==> src/rtl/wishbone_urom_arbiter.sv <==
// Two-master round-robin Wishbone arbiter in front of the unified ROM data port.
// Optional stalled-strobe timeout/abort is enabled with `define UROM_ARB_TIMEOUT_EN.
module wishbone_urom_arbiter #(
    parameter int DATA_WIDTH     = 32,
    parameter int ADDR_WIDTH     = 32,
    parameter int TIMEOUT_CYCLES = 16
) (
    input  logic                  i_CLK,
    input  logic                  i_RST,
    input  logic                  i_M0_CYC,
    input  logic                  i_M0_STB,
    input  logic [ADDR_WIDTH-1:0] i_M0_ADDR,
    input  logic [3:0]            i_M0_SEL,
    output logic [DATA_WIDTH-1:0] o_M0_DATA,
    output logic                  o_M0_ACK,
    output logic                  o_M0_ERR,
    input  logic                  i_M1_CYC,
    input  logic                  i_M1_STB,
    input  logic [ADDR_WIDTH-1:0] i_M1_ADDR,
    input  logic [3:0]            i_M1_SEL,
    output logic [DATA_WIDTH-1:0] o_M1_DATA,
    output logic                  o_M1_ACK,
    output logic                  o_M1_ERR,
    output logic                  o_S_CYC,
    output logic                  o_S_STB,
    output logic [ADDR_WIDTH-1:0] o_S_ADDR,
    output logic [3:0]            o_S_SEL,
    input  logic [DATA_WIDTH-1:0] i_S_DATA,
    input  logic                  i_S_ACK,
    output logic [1:0]            o_GRANT
);

    typedef enum logic [1:0] {IDLE, GNT0, GNT1, ABORT} state_t;

    state_t state_q, state_d;
    logic   last_q, last_d;

    logic                  sel1;
    logic                  granted;
    logic                  m_cyc, m_stb, other_cyc;
    logic [ADDR_WIDTH-1:0] m_addr;
    logic [3:0]            m_sel;
    logic                  m_ack;
    logic                  m_err;
    logic                  timeout;

    assign sel1      = (state_q == GNT1);
    assign granted   = (state_q == GNT0) || (state_q == GNT1);
    assign m_cyc     = sel1 ? i_M1_CYC  : i_M0_CYC;
    assign m_stb     = sel1 ? i_M1_STB  : i_M0_STB;
    assign m_addr    = sel1 ? i_M1_ADDR : i_M0_ADDR;
    assign m_sel     = sel1 ? i_M1_SEL  : i_M0_SEL;
    assign other_cyc = sel1 ? i_M0_CYC  : i_M1_CYC;

`ifdef UROM_ARB_TIMEOUT_EN
    localparam int CNT_W = $clog2(TIMEOUT_CYCLES);

    logic [CNT_W-1:0] cnt_q, cnt_d;

    // Counts consecutive unanswered strobes; any state change restarts it.
    always_comb begin
        cnt_d   = '0;
        timeout = 1'b0;
        if (granted && m_cyc && m_stb && !i_S_ACK) begin
            if (cnt_q == CNT_W'(TIMEOUT_CYCLES - 1)) timeout = 1'b1;
            else                                      cnt_d   = cnt_q + 1'b1;
        end
        if (state_d != state_q) cnt_d = '0;
    end

    always_ff @(posedge i_CLK or negedge i_RST) begin
        if (!i_RST) cnt_q <= '0;
        else        cnt_q <= cnt_d;
    end
`else
    assign timeout = 1'b0;
`endif

    always_comb begin
        state_d  = state_q;
        last_d   = last_q;
        o_S_CYC  = 1'b0;
        o_S_STB  = 1'b0;
        o_S_ADDR = '0;
        o_S_SEL  = '0;
        o_GRANT  = 2'b00;
        m_ack    = 1'b0;
        m_err    = 1'b0;
        case (state_q)
            IDLE: begin
                if (i_M0_CYC && i_M1_CYC) state_d = last_q ? GNT0 : GNT1;
                else if (i_M0_CYC)        state_d = GNT0;
                else if (i_M1_CYC)        state_d = GNT1;
            end
            GNT0, GNT1: begin
                o_S_CYC  = m_cyc;
                o_S_STB  = m_stb;
                o_S_ADDR = m_addr;
                o_S_SEL  = m_sel;
                o_GRANT  = sel1 ? 2'b10 : 2'b01;
                m_ack    = i_S_ACK & m_stb;
                // Release hands over directly when the other master is waiting.
                if (!m_cyc) begin
                    last_d  = sel1;
                    state_d = other_cyc ? (sel1 ? GNT0 : GNT1) : IDLE;
                end else if (timeout) begin
                    m_err   = 1'b1;
                    o_S_CYC = 1'b0;
                    o_S_STB = 1'b0;
                    last_d  = sel1;
                    state_d = ABORT;
                end
            end
            ABORT: begin
                if (!(last_q ? i_M1_CYC : i_M0_CYC)) state_d = IDLE;
            end
            default: state_d = IDLE;
        endcase
    end

    always_ff @(posedge i_CLK or negedge i_RST) begin
        if (!i_RST) begin
            state_q <= IDLE;
            last_q  <= 1'b1;
        end else begin
            state_q <= state_d;
            last_q  <= last_d;
        end
    end

    assign o_M0_ACK  = m_ack & ~sel1;
    assign o_M1_ACK  = m_ack &  sel1;
    assign o_M0_DATA = o_M0_ACK ? i_S_DATA : '0;
    assign o_M1_DATA = o_M1_ACK ? i_S_DATA : '0;

`ifdef UROM_ARB_TIMEOUT_EN
    assign o_M0_ERR = m_err & ~sel1;
    assign o_M1_ERR = m_err &  sel1;
`else
    assign o_M0_ERR = 1'b0;
    assign o_M1_ERR = 1'b0;
`endif

endmodule
==> config.mk <==
export PLATFORM = sky130hd
export DESIGN_NAME = wishbone_urom_arbiter
export DESIGN_NICKNAME = d
export VERILOG_FILES = /design/src/rtl/wishbone_urom_arbiter.sv
export SDC_FILE = /design/constraint.sdc
export NUM_CORES = 1
export LEC_CHECK = 0
export ABC_CLOCK_PERIOD_IN_PS = 3900
export CAP_MARGIN = 20
export CORE_ASPECT_RATIO = 1.4
export CORE_MARGIN = 8
export CORE_UTILIZATION = 24
export DETAILED_ROUTE_END_ITERATION = 10
export HOLD_SLACK_MARGIN = 0.12
export PLACE_DENSITY = 0.88
export SLEW_MARGIN = 25
export SYNTH_ARGS = -nofsm -noshare
export SYNTH_HDL_FRONTEND = slang
export SYNTH_SLANG_ARGS = --single-unit
==> constraint.sdc <==
create_clock -name i_CLK -period 3.9 [get_ports i_CLK]
set_input_delay 1.17 -clock i_CLK [delete_from_list [all_inputs] [get_ports i_CLK]]
set_output_delay 1.17 -clock i_CLK [all_outputs]
set_load 0.005 [all_outputs]
Word level (Yosys, flattened, before mapping)
Cells that the tools add are included.
W data, S select, Z words.
{"block": "totals", "reg_bits": 3, "word_cells": 43, "inputBits": 111, "output_inout_bits": 108}
{"block": "classes", "reduce_logical": 5, "bitwise_logic": 5, "n_mux": 25, "n_eq_ne": 6}
{"op": "$mux W32", "count": 4}
{"op": "$mux W2", "count": 10}
{"op": "$mux W1", "count": 8}
{"op": "$mux W4", "count": 2}
{"op": "$pmux W2 S3", "count": 1}
{"op": "$eq A2 B2 Y1 const B", "count": 2}
{"op": "$ne A2 B2 Y1 const B", "count": 2}
{"op": "$ne A4 B4 Y1 const B", "count": 1}
{"op": "$and A1 B1 Y1", "count": 3}
{"op": "$reduce_and A3 Y1", "count": 1}
{"op": "$eq A2 B1 Y1 const B", "count": 1}
{"op": "$logic_not A2 Y1", "count": 1}
{"op": "$not A1 Y1", "count": 2}
{"op": "$reduce_and A2 Y1", "count": 1}
{"op": "$reduce_or A2 Y1", "count": 1}
{"op": "$logic_and A1 B1 Y1", "count": 1}

Logic depth before layout (Yosys ltp)
Gate-level depths: netlist (run 1).
{"block": "depth", "depth_word": 6, "mapped_depth": 7, "ltp_nobuf": 6}

Least setup slack after synthesis (run 1)
OpenSTA, ideal clock, no wires.
{"block": "synth_path", "path_type": "input-to-output", "start": "in i_S_ACK", "end": "out o_M0_DATA[22]", "path_buffers": 1, "t_required_ns": 2.730, "arrival_ns": 1.723, "setup_slack_ns": 1.007, "cell_stages": 4, "path_cell_list": "nand2_1 -> nor2_2 -> buf_2 -> and2_1"}
{"block": "synth_between", "elab_chain_len": 4}
{"element": "start: declaration", "line": "29", "text": "input logic i_S_ACK,"}
{"element": "$and A1 B1 Y1", "line": "101", "text": "m_ack = i_S_ACK & m_stb;"}
{"element": "$mux W1", "line": "89", "text": "case (state_q)"}
{"element": "$and A1 B1 Y1", "line": "131", "text": "assign o_M0_ACK = m_ack & ~sel1;"}
{"element": "net o_M0_ACK", "line": "15", "text": "output logic o_M0_ACK,"}
{"element": "$mux W32", "line": "133", "text": "assign o_M0_DATA = o_M0_ACK ? i_S_DATA : '0;"}
{"element": "end: declaration", "line": "14", "text": "output logic [DATA_WIDTH-1:0] o_M0_DATA,"}
The timed path passes the listed nets, and every way through them passes these cells.

Final worst setup path (run 1)
{"block": "layout_path", "start": "in i_S_ACK", "end": "out o_M0_ACK"}
{"block": "layout_between", "elab_chain_len": 3}
{"element": "$and A1 B1 Y1", "line": "101"}
{"element": "$mux W1", "line": "89"}
{"element": "$and A1 B1 Y1", "line": "131"}
{"element": "end: declaration", "line": "15"}
No other way between the ends.

==> results of run 1 <==
-- state kept, by name, summed over array words and instances, names as in the netlist --
name,count
last_q,1
state_q,2
-- repair_timing --
action / CTS / global route
endpoints found under the hold margin: 0 / 0
gates resized for setup: 18 / 52
setup endpoints to repair: 36 / 50
hold buffers: 0 / 0
pin swaps: 2 / 2
cloned: 0 / 1
setup buffers: 0 / 2
-- area by class of cell --
type | instances | area [µm²]
Timing Repair Buffer | 225 | 2390
Fill cell | 406 | 1680
Multi-Input combinational cell | 171 | 1160
Tap cell | 68 | 85.1
Sequential cell | 3 | 76.3
Clock buffer | 4 | 45.0
Inverter | 4 | 15.0
-- synth_stat cells (all sizes together) (2+ instances only) --
library cell  count  area [µm²]
and2             64         400
nor2             40         155
mux2i            38         380
buf              11        76.3
nand2             8        30.0
clkbuf            7        31.3
ha                5        62.6
inv               4        15.0
dfrtp             2        50.1
nand2b            2        12.5
-- cells by family (layout without fill, tap and decap cells) --
group / after synthesis / count (layout) / synth area share (%)
simple gates: 117 / 117 / 46.3
mux: 39 / 39 / 29.3
buf+inv: 22 / 233 / 9.18
compound gates: 8 / 8 / 4.50
fa+ha+maj: 5 / 5 / 4.69
flops: 3 / 3 / 5.72
other cells: 1 / 2 / 0.281
-- layer usage --
metal,track usage [%],vias up
met5,0,-
met1,18.3,956
li1,-,1051
met2,35.8,161
met4,5.05,0
met3,10.0,13
-- worst paths after layout --
check	from	to	slack, ps	depth (start not counted)
max	i_S_ACK	o_M0_ACK	100	5
min	state_q[0]	state_q[0]	570	1
max reg2reg	state_q[0]	state_q[0]	1530	6
min reg2reg	state_q[0]	state_q[0]	570	1
max in group asynchronous	i_RST	last_q	2540	1
min in group asynchronous	i_RST	state_q[0]	1140	1
-- per-stage QoR --
stage	utilization [%]	setup TNS, ps	instance area, µm²
detailed placement	65.2	-1700	3550
global placement	65.2	-1430	3550
global route	69.2	0	3770
floorplan	-	0	1340
CTS	66.0	0	3590
finish	69.2	0	3770
-- where the power goes --
group	switching [mW]	total [mW]	internal, mW	leakage (nW)
registers	0.0193	0.0704	0.0511	0.0348
clock network	0.0230	0.0929	0.0699	0.0228
logic	0.729	1.71	0.985	2.37
==> results.rst, run 1 <==
.. list-table::
   :header-rows: 1

   * - Metric
     - Value
   * - Diodes inserted
     - 0
   * - Met3 wire length
     - roughly 1100 µm
   * - Startpoint type of the worst setup path
     - primary input
   * - Highest-count cells in the layout ignoring fill and taps
     - 152 x sky130_fd_sc_hd__clkdlybuf4s50_1, 64 x sky130_fd_sc_hd__and2_1, 50 x sky130_fd_sc_hd__dlymetal6s2s_1
   * - DIE WIDTH
     - 79.0 µm
   * - DRT iter0 DRCs
     - 72
   * - Gpl congestion
     - 0.791
   * - Antenna-violating nets left
     - 0
   * - Post-layout min period
     - between 3000 and 4000 ps
   * - IO buf count
     - 216
   * - Detail-routed net length per standard cell
     - 19.0 µm
   * - Area inside the core boundary
     - between 0.005 and 0.006 mm²
   * - Data arrival time of the critical path
     - 2630 ps
   * - Largest stage delay on the critical path
     - just over 500 ps
   * - TritonCTS clock tree
     - done
   * - Cell family contributing the most delay on the critical path
     - buffers and inverters
   * - Most common library cell in the layout ignoring fill and taps
     - sky130_fd_sc_hd__clkdlybuf4s50_1
   * - Final worst slack
     - 99.6 ps
   * - Nets
     - 524
   * - Flip-flop and latch count after synthesis
     - 3
   * - Final number of hold-violating endpoints
     - 0
   * - Antenna violations before repair
     - 0
   * - Pin count of the biggest net entering global routing
     - 40
   * - Number of global-route vias before repair
     - between 2000 and 2500
   * - Worst endpoint required time
     - approximately 2700 ps
   * - Die Footprint
     - about 0.008 mm²
   * - Via count
     - 2181
   * - Result of the run
     - complete, no violations
   * - Main synth FF type
     - sky130_fd_sc_hd__dfrtp_1
   * - Dominant cell type by count on the critical path
     - sky130_fd_sc_hd__clkdlybuf4s50_1
   * - Routed Wire Length
     - 9040 µm
   * - CP Buf/Inv Count
     - 3
   * - Final count of pins violating max slew
     - 0
   * - Die span in y
     - 104 µm
   * - Worst Path Class, Setup
     - primary input to primary output
   * - Number of levels in the clock H-tree
     - 1
   * - Yosys warns
     - 0
   * - Unrepaired setup endpoints after global routing
     - no
   * - Clock transition at the registers of the reported paths
     - 30 ps
   * - Worst-case setup slack after placement
     - -83.3 ps
   * - Effective utilization at floorplan
     - 24.5%
   * - Met1 wire length
     - 3410 µm
   * - Highest ir drop seen on vdd
     - 410 µV
   * - Synthesized netlist cell count
     - 195
   * - Path class of the lowest-slack min-delay path
     - register to register
   * - Clock insertion delay at the later pin of the skew report
     - 220 ps
   * - Kind of end point of the critical path
     - primary output
   * - Post-detailed-route DRC marker count
     - 0
   * - Number of buffers added by the clock tree synthesis step
     - 3
   * - Share of synthesized area occupied by flip-flops and latches
     - about 5.7%
   * - Placed cell count
     - 468
   * - Max Clock Skew
     - 1.63 ps
   * - Total Power Consumption
     - 1.88 mW
   * - Boundary Pins
     - ~220
   * - CTS root buffer
     - sky130_fd_sc_hd__clkbuf_8
   * - Placement row count
     - 32
   * - Final worst-path cycle share
     - 97.4%
   * - Count of flip-flops with a built-in enable after synthesis
     - 0
   * - Wire length of the first global-routing pass
     - ~13000 µm
   * - Power Density
     - 498 mW/mm²
   * - Synth Area per Inst
     - between 6 and 7 µm²
   * - Highest Signal Layer
     - met4
   * - Mapped Area
     - between 0.001 and 0.0015 mm²
   * - Crit-path max FO
     - 16
   * - Final setup violation count
     - 0
   * - Peak Freq
     - 0.263 GHz
   * - Total global routing overflow
     - 0
   * - Max capacitance violation total
     - 0
   * - TritonRoute pass-1 iters
     - 4
   * - Final instance count without filler cells
     - 475
   * - Clock sinks
     - 3
   * - Tightest Pin Transition
     - 639 ps
   * - Synth unique cells
     - 29
   * - Critical Path Slowest Stage Cell
     - sky130_fd_sc_hd__clkdlybuf4s50_1
   * - Routed length on met2
     - 4400 µm
   * - HPWL reported at the end of detailed placement
     - 7630 µm
   * - Leakage component of the power
     - about 2.4 nW
   * - Maximum buffer depth of the clock tree
     - 2
   * - Area added between synthesis and finish
     - 182%
   * - Chain of cells forming the critical path
     - clkdlybuf4s50_1, nand2_2, nor2_4, clkbuf_16, clkdlybuf4s50_1
   * - Vias per cell
     - between 4 and 5
   * - Relative slew margins
     - 57.3%
   * - Global Route Usage Sum
     - 19.6%
   * - Final-layout worst hold slack
     - 571 ps
   * - Share of layout cells above drive strength 1
     - between 4 and 5%
   * - Asr flop ratio synth
     - 100%
(Power assumes the default switching activity.)
==> run 2, diff against run 1 <==
--- a/config.mk
+++ b/config.mk
@@ -7,13 +7,14 @@
 export LEC_CHECK = 0
 export ABC_CLOCK_PERIOD_IN_PS = 3900
 export CAP_MARGIN = 20
-export CORE_ASPECT_RATIO = 1.4
+export CORE_ASPECT_RATIO = 0.7
 export CORE_MARGIN = 8
 export CORE_UTILIZATION = 24
 export DETAILED_ROUTE_END_ITERATION = 10
 export HOLD_SLACK_MARGIN = 0.12
+export MAX_ROUTING_LAYER = met4
 export PLACE_DENSITY = 0.88
-export SLEW_MARGIN = 25
+export SLEW_MARGIN = 20
 export SYNTH_ARGS = -nofsm -noshare
 export SYNTH_HDL_FRONTEND = slang
 export SYNTH_SLANG_ARGS = --single-unit
==> run 2 against run 1 <==
  * Final cell count decreased by 0.42%
  * Sequential cell count unchanged
  * Cell area is 0.80% lower
  * First-iteration DRC count is 26% lower
  * Clock power fell by 5.2%
  * Combinational power fell by 5%
  * Non-clock buffer count shrank 6
  * Sequential share of layout area is essentially flat
  * Highest routed layer unchanged
==> results.rst, run 2 (synthesis results as in run 1) <==
.. list-table::
   :header-rows: 1

   * - Metric
     - Value
   * - Final setup violation count
     - 0 (unchanged)
   * - Startpoint type of the worst setup path
     - primary input (unchanged)
   * - Flop2flop setup slack
     - 1600 ps (was 1530 ps)
   * - Leakage component of the power
     - 2.53 nW (was 2.43 nW)
   * - Final standard cell area without fillers
     - 0.00374 mm² (was 0.00377 mm²)
   * - Share of layout cells above drive strength 1
     - 2.99% (was 4.91%)
   * - Die span in y
     - 78.4 µm (was 104 µm)
   * - Top reg by flops
     - state_q (unchanged)
   * - Final count of pins violating max slew
     - 0 (unchanged)
   * - Diodes inserted
     - 0 (unchanged)
   * - Portion of total power attributed to the clock network
     - 4.9% (was 5.0%)
   * - Largest stage delay on the critical path
     - 570 ps (was 510 ps)
   * - Clock transition at the registers of the reported paths
     - 30 ps (about the same)
   * - Worst Reg2Reg Path Length in Cells
     - 6 (unchanged)
   * - Post-CTS setup repair buffer count
     - 0 (unchanged)
   * - Total internal power
     - 1.08 mW (was 1.11 mW)
   * - FF-to-FF End
     - state_q[0] (unchanged)
   * - Dominant cell type by count on the critical path
     - sky130_fd_sc_hd__clkdlybuf4s50_1 (unchanged)
   * - Power Density
     - 479 mW/mm² (was 498 mW/mm²)
   * - Relative slew margins
     - 59.3% (was 57.3%)
   * - Area inside the core boundary
     - 0.00531 mm² (was 0.00545 mm²)
   * - Result of the run
     - complete, no violations (unchanged)
   * - Accumulated negative setup slack
     - 0 ps (unchanged)
   * - Total Power Consumption
     - 1.79 mW (was 1.88 mW)
   * - Final number of hold-violating endpoints
     - 0 (unchanged)
   * - Max Clock Skew
     - 0.232 ps (was 1.63 ps)
   * - Clock insertion delay at the later pin of the skew report
     - 210 ps (was 220 ps)
   * - Tightest Pin Transition
     - 610 ps (was 639 ps)
   * - Boundary Pins
     - 219 (unchanged)
   * - Placement row count
     - 22 (was 32)
   * - Most common library cell in the layout ignoring fill and taps
     - sky130_fd_sc_hd__clkdlybuf4s50_1 (unchanged)
   * - Antenna violations before repair
     - 0 (unchanged)
   * - Max capacitance violation total
     - 0 (unchanged)
   * - Number of levels in the clock H-tree
     - 1 (unchanged)
   * - Global Route Usage Sum
     - 17.8% (was 19.6%)
   * - Highest ir drop seen on vdd
     - 355 µV (was 410 µV)
   * - Number of resized instances in the post-cts repair step
     - 4 (was 18)
   * - Number of cells traversed by the worst hold path
     - 1 (unchanged)
   * - Hold EP
     - state_q[0] (unchanged)
   * - Clock sinks
     - 3 (unchanged)
   * - Wire length of the first global-routing pass
     - 11600 µm (was 12900 µm)
   * - Number of global-route vias before repair
     - 2079 (was 2423)
   * - Placed inst area
     - 0.00355 mm² (about the same)
   * - CP Buf/Inv Count
     - 3 (unchanged)
   * - Final design utilization
     - 70.3% (was 69.2%)
   * - TritonCTS clock tree
     - done (unchanged)
   * - Via count
     - 2056 (was 2181)
   * - Vias per cell
     - 4.35 (was 4.59)
   * - Highest-count cells in the layout ignoring fill and taps
     - 152 x sky130_fd_sc_hd__clkdlybuf4s50_1, 64 x sky130_fd_sc_hd__and2_1, 60 x sky130_fd_sc_hd__dlymetal6s2s_1 (was 152 x sky130_fd_sc_hd__clkdlybuf4s50_1, 64 x sky130_fd_sc_hd__and2_1, 50 x sky130_fd_sc_hd__dlymetal6s2s_1)
   * - Pin count of the biggest net entering global routing
     - 40 (unchanged)
   * - Peak Freq
     - 0.264 GHz (was 0.263 GHz)
   * - Total of fill cells in the finished design
     - 417 (was 406)
   * - Switching Fraction
     - 39.7% (was 41.1%)
   * - Effective utilization at floorplan
     - 25.1% (was 24.5%)
   * - Hold buffer count at CTS
     - 0 (unchanged)
   * - Worst endpoint required time
     - 2730 ps (about the same)
   * - Largest registers ranked by flip-flop count
     - state_q x2, last_q x1 (unchanged)
   * - Worst Path Class, Setup
     - primary input to primary output (unchanged)
   * - Path class of the lowest-slack min-delay path
     - register to register (unchanged)
   * - Gpl congestion
     - 0.763 (was 0.791)
   * - Part of the total power dissipated in sequential elements
     - 3.9% (was 3.7%)
   * - Post-detailed-route DRC marker count
     - 0 (unchanged)
   * - Die Footprint
     - 0.00824 mm² (about the same)
   * - Final worst-path cycle share
     - 97.2% (was 97.4%)
   * - Antenna-violating nets left
     - 0 (unchanged)
   * - CTS root buffer
     - sky130_fd_sc_hd__clkbuf_8 (unchanged)
   * - Number of buffers added by the clock tree synthesis step
     - 3 (unchanged)
   * - Unrepaired setup endpoints after global routing
     - no (unchanged)
   * - DIE WIDTH
     - 105 µm (was 79.0 µm)
   * - DRT iter0 DRCs
     - 53 (was 72)
   * - Nets
     - 518 (was 524)
   * - Post-layout min period
     - 3790 ps (was 3800 ps)
   * - Routed Wire Length
     - 8010 µm (was 9040 µm)
   * - Crit-path max FO
     - 33 (was 16)
   * - TritonRoute pass-1 iters
     - 4 (unchanged)
   * - IO buf count
     - 216 (unchanged)
   * - Seq. cell area
     - 76.3 µm² (unchanged)
   * - Detail-routed net length per standard cell
     - 16.9 µm (was 19.0 µm)
   * - Combinational Power Share
     - 91.2% (was 91.3%)
   * - Critical Path Slowest Stage Cell
     - sky130_fd_sc_hd__clkdlybuf4s50_1 (unchanged)
   * - Final-layout worst hold slack
     - 570 ps (was 571 ps)
   * - HPWL reported at the end of detailed placement
     - 6800 µm (was 7630 µm)
   * - Chain of cells forming the critical path
     - clkdlybuf4s50_1, nand2_1, nor2_2, buf_12, clkdlybuf4s50_1 (was clkdlybuf4s50_1, nand2_2, nor2_4, clkbuf_16, clkdlybuf4s50_1)
   * - Total global routing overflow
     - 0 (unchanged)
   * - Source of the worst hold timing path
     - state_q[0] (unchanged)
   * - Maximum buffer depth of the clock tree
     - 2 (unchanged)
   * - Area of the multi-input gates
     - 0.00114 mm² (was 0.00116 mm²)
   * - Area added between synthesis and finish
     - 180% (was 182%)
   * - Cell family contributing the most delay on the critical path
     - buffers and inverters (unchanged)
   * - Kind of end point of the critical path
     - primary output (unchanged)
   * - Number of flip-flops under the largest register name
     - 2 (unchanged)
   * - Startpoint of the most critical register-to-register path
     - state_q[1] (was state_q[0])
   * - Power spent charging and discharging nets
     - 711 µW (was 771 µW)
   * - Data arrival time of the critical path
     - 2620 ps (was 2630 ps)
==> run 2: worst max-delay path by stage <==
| stage | slack (ps) | depth (start not counted) | to | from |
|---|---|---|---|---|
| after floorplan | 1010 | 4 | o_M0_DATA[22] | i_S_ACK |
| after global placement | 20 | 6 | o_M0_DATA[17] | i_S_ACK |
| after detailed placement | -10 | 6 | o_M0_DATA[10] | i_S_ACK |
| after CTS | 0.2 | 6 | o_M1_DATA[5] | i_M1_STB |
| after global routing | 60 | 5 | o_M0_ACK | i_S_ACK |
| final | 110 | 5 | o_M0_ACK | i_S_ACK |
==> run 2: worst register-to-register path, delay by kind of cell (launching register included) <==
family	cells	cell delay, ps
adders and majority gates	1	350
AOI/OAI and AO/OA	3	830
buffers and inverters	2	570
DFF	1	420
==> run 2: power groups by stage <==
| stage | Sequential, mW | Combinational [mW] | Clock, mW |
|---|---|---|---|
| after global placement | 0.0695 | 1.66 | 0 |
| after global routing | 0.0723 | 1.77 | 0.0960 |
| after CTS | 0.0693 | 1.69 | 0.0905 |
| final | 0.0700 | 1.63 | 0.0881 |
| after floorplan | 0.0646 | 0.779 | 0 |
| after detailed placement | 0.0695 | 1.68 | 0 |
==> run 2: metrics by stage <==
step	setup slack [ps]	cells
floorplan	1010	196
global placement	18.2	469
detailed placement	-14.1	469
CTS	0.196	473
global route	61.6	473
finish	111	473
==> run 2: cell type report <==
cell class,count,share of cell area [%]
Sequential cell,3,2.04
Timing Repair Buffer,219,63.4
Clock buffer,4,1.21
Inverter,4,0.402
Tap cell,72,2.41
Multi-Input combinational cell,171,30.6
==> run 2: metal layers <==
metal | share of wire [%] | up-vias | global-route usage [%]
li1 | - | 1042 | -
met1 | 38 | 880 | 17.9
met2 | 52 | 123 | 33.2
met3 | 8.0 | 11 | 5.79
met4 | 1.5 | 0 | 3.97
met5 | 0 | - | -
